## src/rtl/rom_load_sequencer.sv

```systemverilog
// rom_load_sequencer: forwards hps_io ROM download bytes to the sprint2 core,
// validates the image size, and owns core reset (held through download plus
// a fixed settle time, also reused for OSD/button soft resets).
module rom_load_sequencer #(
  parameter logic [16:0] EXP_BYTES = 17'd65536,
  parameter logic [15:0] HOLD_CYC  = 16'd1024,
  parameter int          ADDR_W    = 17
) (
  input  logic              clk_sys,
  input  logic              reset,
  input  logic              soft_rst,
  input  logic              ioctl_download,
  input  logic              ioctl_wr,
  input  logic [24:0]       ioctl_addr,
  input  logic [7:0]        ioctl_dout,
  output logic [ADDR_W-1:0] dn_addr,
  output logic [7:0]        dn_data,
  output logic              dn_wr,
  output logic              core_reset_n,
  output logic              load_done,
  output logic              load_err
);

  typedef enum logic [2:0] {S_IDLE, S_LOAD, S_FLUSH, S_HOLD, S_RUN} state_t;

  // A zero hold time still needs one HOLD cycle, so the terminal count clamps at 0.
  localparam logic [15:0] HOLD_LAST = (HOLD_CYC == 16'd0) ? 16'd0 : HOLD_CYC - 16'd1;
  localparam logic [17:0] CNT_MAX   = '1;

  state_t      state, nxt;
  logic        wr_q;
  logic [17:0] byte_cnt;
  logic [15:0] hold_cnt;
  logic        drop_flag;

  logic wr_edge, accept, addr_oor, image_bad, load_entry;

  assign wr_edge    = ioctl_wr & ~wr_q;
  assign accept     = (state == S_LOAD) & wr_edge;
  assign addr_oor   = (ioctl_addr >> ADDR_W) != '0;
  // Counter saturates, so anything oversize can never alias back to EXP_BYTES.
  assign image_bad  = (byte_cnt != {1'b0, EXP_BYTES}) | drop_flag;
  assign load_entry = (nxt == S_LOAD) & (state != S_LOAD);

  // State register
  always_ff @(posedge clk_sys or posedge reset) begin
    if (reset) state <= S_IDLE;
    else       state <= nxt;
  end

  // Next state: a new download preempts everything, including soft reset
  always_comb begin
    nxt = state;
    if (ioctl_download) begin
      nxt = S_LOAD;
    end else begin
      case (state)
        S_IDLE:  nxt = S_IDLE;
        S_LOAD:  nxt = S_FLUSH;
        S_FLUSH: nxt = S_HOLD;
        S_HOLD:  if (!soft_rst && hold_cnt == HOLD_LAST) nxt = S_RUN;
        S_RUN:   if (soft_rst) nxt = S_HOLD;
        default: nxt = S_IDLE;
      endcase
    end
  end

  // Core reset: released only in RUN; soft reset pulls it low the same cycle
  always_comb begin
    core_reset_n = (state == S_RUN) & ~soft_rst;
  end

  // Byte path, byte/hold counters and load status
  always_ff @(posedge clk_sys or posedge reset) begin
    if (reset) begin
      wr_q      <= 1'b0;
      byte_cnt  <= '0;
      hold_cnt  <= '0;
      drop_flag <= 1'b0;
      dn_addr   <= '0;
      dn_data   <= '0;
      dn_wr     <= 1'b0;
      load_done <= 1'b0;
      load_err  <= 1'b0;
    end else begin
      wr_q  <= ioctl_wr;
      dn_wr <= 1'b0;
      if (load_entry) begin
        byte_cnt  <= '0;
        hold_cnt  <= '0;
        drop_flag <= 1'b0;
        load_done <= 1'b0;
        load_err  <= 1'b0;
      end
      if (accept) begin
        if (byte_cnt != CNT_MAX) byte_cnt <= byte_cnt + 18'd1;
        if (addr_oor) begin
          drop_flag <= 1'b1;
        end else begin
          dn_wr   <= 1'b1;
          dn_addr <= ioctl_addr[ADDR_W-1:0];
          dn_data <= ioctl_dout;
        end
      end
      case (state)
        S_FLUSH: begin
          hold_cnt <= '0;
          if (!ioctl_download) begin
            load_err  <= image_bad;
            load_done <= ~image_bad;
          end
        end
        S_HOLD: begin
          if (soft_rst)                   hold_cnt <= '0;
          else if (hold_cnt != HOLD_LAST) hold_cnt <= hold_cnt + 16'd1;
        end
        S_RUN:   hold_cnt <= '0;
        default: ;
      endcase
    end
  end

endmodule
```

## config.mk

```make
export PLATFORM = sky130hd
export DESIGN_NAME = rom_load_sequencer
export DESIGN_NICKNAME = d
export VERILOG_FILES = /design/src/rtl/rom_load_sequencer.sv
export SDC_FILE = /design/constraint.sdc
export NUM_CORES = 1
export LEC_CHECK = 0
export CAP_MARGIN = 20
export CORE_UTILIZATION = 34
export DETAILED_ROUTE_END_ITERATION = 16
export GPL_ROUTABILITY_DRIVEN = 1
export SLEW_MARGIN = 20
export SYNTH_ARGS = -nofsm -noshare
export SYNTH_HDL_FRONTEND = slang
export SYNTH_SLANG_ARGS = --single-unit
```

## constraint.sdc

```tcl
create_clock -name clk_sys -period 2.9 [get_ports clk_sys]
set_clock_uncertainty 0.1 [all_clocks]
set_input_delay 0.58 -clock clk_sys [delete_from_list [all_inputs] [get_ports clk_sys]]
set_output_delay 0.58 -clock clk_sys [all_outputs]
set_load 0.02 [all_outputs]
```

==> flow_summary.json <==
{
  "outcome": "finished, final reports clean",
  "yosys_warnings": 0,
  "r2r_end": "byte_cnt[2]",
  "seq_area_frac_synth_pct": 48.2,
  "ctsResizeCount": 0,
  "reg2reg_depth": 6,
  "cts_buffer_depth": 2,
  "hold_path_class": "flip-flop to flip-flop",
  "synth_simple_gate_area_share_pct": 23.1,
  "route.detailed.wl_per_inst_um": 14.8,
  "cp-end-kind": "output port",
  "numCtsBuffers": 9,
  "finalCritPeriodShare_pct": 95.9,
  "die_x_um": 103,
  "rrSetupSlack_ps": 440,
  "yosysMostFrequentCell": "dfrtp_1",
  "cts_tree": "yes",
  "diodes": 0,
  "rsz0062_at_grt": "no",
  "finalSetupTns_ps": 0,
  "finalWorstSetupSlack_ps": 119,
  "cp.arrival_ps": 2100,
  "worst-slew-pin-transition_ps": 641,
  "hold_viol": 0,
  "cts_root_buf": "clkbuf_8",
  "critPathLaunchType": "flip-flop",
  "insertion_delay_ps": 350,
  "finalWorstPathRequiredPeriod_ps": 2780,
  "syn_nets": 376,
  "synth_common_cells": "67 x dfrtp_1, 29 x nand2_1, 26 x mux2_2",
  "drt-total-wl_um": 8120,
  "netlist_instances": 335,
  "netlist_area_um2": 3480,
  "synth.distinct_cells": 61,
  "cts.reportedPaths.clkPinSlew_ps": 70,
  "post-synth-top-area-cell": "dfrtp_1",
  "seqPwrFrac_pct": 46.5,
  "fin_util_pct": 46.4,
  "fin_cells": 550,
  "async_flop_share_pct": 100,
  "worstHoldStart": "dn_addr[9]",
  "drc": 0,
  "clock_power_share_pct": 42.9,
  "crit_required_ps": 2220,
  "ys_ff_latch": 67,
  "htree_num_levels": 3,
  "max_clock_freq_mhz": 360,
  "coreArea_um2": 9860,
  "synth_xor_xnor_area_share_pct": 0.504,
  "grtUsageTotal_pct": 17.1,
  "pre_cts_ws_ps": 160,
  "holdPathStages": 1,
  "synth_mux_area_share_pct": 8.99,
  "grt.overflow.total": 0,
  "finalSetupViolCount": 0,
  "area_growth_syn_to_layout_pct": 31.7,
  "yosys.area_share.adder_pct": 1.08,
  "crit_fanout": 10,
  "dp_cells": 534,
  "finalPower_mw": 2.11,
  "power_frac_comb_pct": 10.6,
  "die_h_um": 103,
  "grt_pass1_vias": 2881,
  "grt_pass1_wl_um": 13900,
  "maxSlewViolCount": 0,
  "leakage_nw": 2.04,
  "worst-setup-path-type": "flip-flop to output port",
  "io_pins": 67,
  "place.gp.congestion": 0.836,
  "holdWs_ps": 406,
  "synth_top_area_share_pct": 48.2,
  "die_area_um2": 10600,
  "drtPass1Iterations": 4,
  "viasPerCell": 5.43,
  "fin_nets": 453,
  "synthTopCellsByArea": "dfrtp_1 48%, mux2_2 8.4%, nand2_1 3.1%, nand3_1 3.0%, a211o_1 2.8%",
  "switching_power_mw": 0.510,
  "portBuffers": 66,
  "drtIter0Drc": 155,
  "maxCapViolCount": 0,
  "dpl.hpwl_um": 5720,
  "whs_endpoint": "dn_addr[9]",
  "route.antenna.remaining_nets": 0,
  "vias": 2985,
  "grt_max_degree": 68,
  "synth_compound_area_share_pct": 15.4,
  "cts_setup_buffers": 0,
  "synth_edf_count": 0,
  "postCtsHoldBufs": 0,
  "sw_frac_of_total_pct": 24.1,
  "clock_sink_count": 67,
  "fp-row-count": 36,
  "slew_headroom_pct": 57.3,
  "drive_gt1_share_pct": 17.0,
  "reg2reg_from": "byte_cnt[0]",
  "ir_drop_v": 0.000258,
  "synthFlopType": "dfrtp_1",
  "start_util_pct": 35.3,
  "stdcell_area_um2": 4580,
  "dpl-instance-area_um2": 4340,
  "powerDensity_nw_per_um2": 461,
  "synth_top_family_by_area": "simple AND/OR/NAND/NOR gates",
  "p_int_mw": 1.60,
  "antenna_found_initial": 0,
  "syn-mean-instance-area_um2": 10.4
}
[final cells by class]
class	instances	area [um2]
clock buffers	11	151
clock inverters	5	83.8
fillers	956	5290
inverters	7	26.3
multi-input cells	248	1700
flip-flops and latches	67	1680
well taps	133	166
repair buffers	79	771
[power by group through the flow]
| stage | Combinational [mW] | Clock, mW | Sequential, mW |
|---|---|---|---|
| floorplan | 0.107 | 0 | 1.00 |
| global placement | 0.224 | 0 | 0.999 |
| detailed placement | 0.228 | 0 | 1.00 |
| CTS | 0.229 | 0.939 | 0.982 |
| global route | 0.251 | 0.977 | 0.985 |
| finish | 0.225 | 0.905 | 0.982 |
[worst max-delay path by stage]
stage	slack (ps)	end	start
finish	120	core_reset_n	state[2]
global route	7	core_reset_n	state[2]
CTS	90	core_reset_n	state[2]
detailed placement	160	hold_cnt[11]	soft_rst
global placement	230	hold_cnt[11]	soft_rst
floorplan	540	byte_cnt[0]	reset
[state kept, by name (all words and copies together), names as in the netlist]
signal     cells
byte_cnt      18
dn_addr       17
hold_cnt      16
dn_data        8
state          3
dn_wr          1
drop_flag      1
load_done      1
load_err       1
wr_q           1
[routing by layer]
layer / global-route usage (%) / up-vias / share of wire [%]
li1: - / 1427 / -
met1: 23.3 / 1460 / 48
met2: 24.9 / 87 / 43
met3: 5.42 / 11 / 7.1
met4: 7.26 / 0 / 1.7
met5: 0 / - / 0
[worst max-delay path: stages, from the launching register on]
cell	delay [ps]
dfrtp_1	520
or3b_2	530
nor2_1	110
clkdlybuf4s50_1	600
[layout by cell type (no fill, tap or decap), drive strengths merged, types with 11 or more instances in the layout]
| cell type | instances |
|---|---|
| buf | 13 |
| a21oi | 11 |
| and3 | 14 |
| nand3 | 22 |
| nor3 | 16 |
| nand2 | 30 |
| a211o | 12 |
| nor2 | 19 |
| clkdlybuf4s50 | 66 |
| clkbuf | 11 |
| o21ai | 19 |
| mux2 | 26 |
| dfrtp | 67 |
[cells by family (layout without fill, tap and decap cells)]
| logic type | Yosys count | count (layout) |
|---|---|---|
| and+or+nand+nor | 142 | 142 |
| muxes | 28 | 28 |
| adders and majority gates | 3 | 3 |
| AOI/OAI and AO/OA | 73 | 73 |
| buffers and inverters | 20 | 102 |
| xor gates and xnor gates | 2 | 2 |
| DFF | 67 | 67 |
Power figures use the tool's default switching activity.
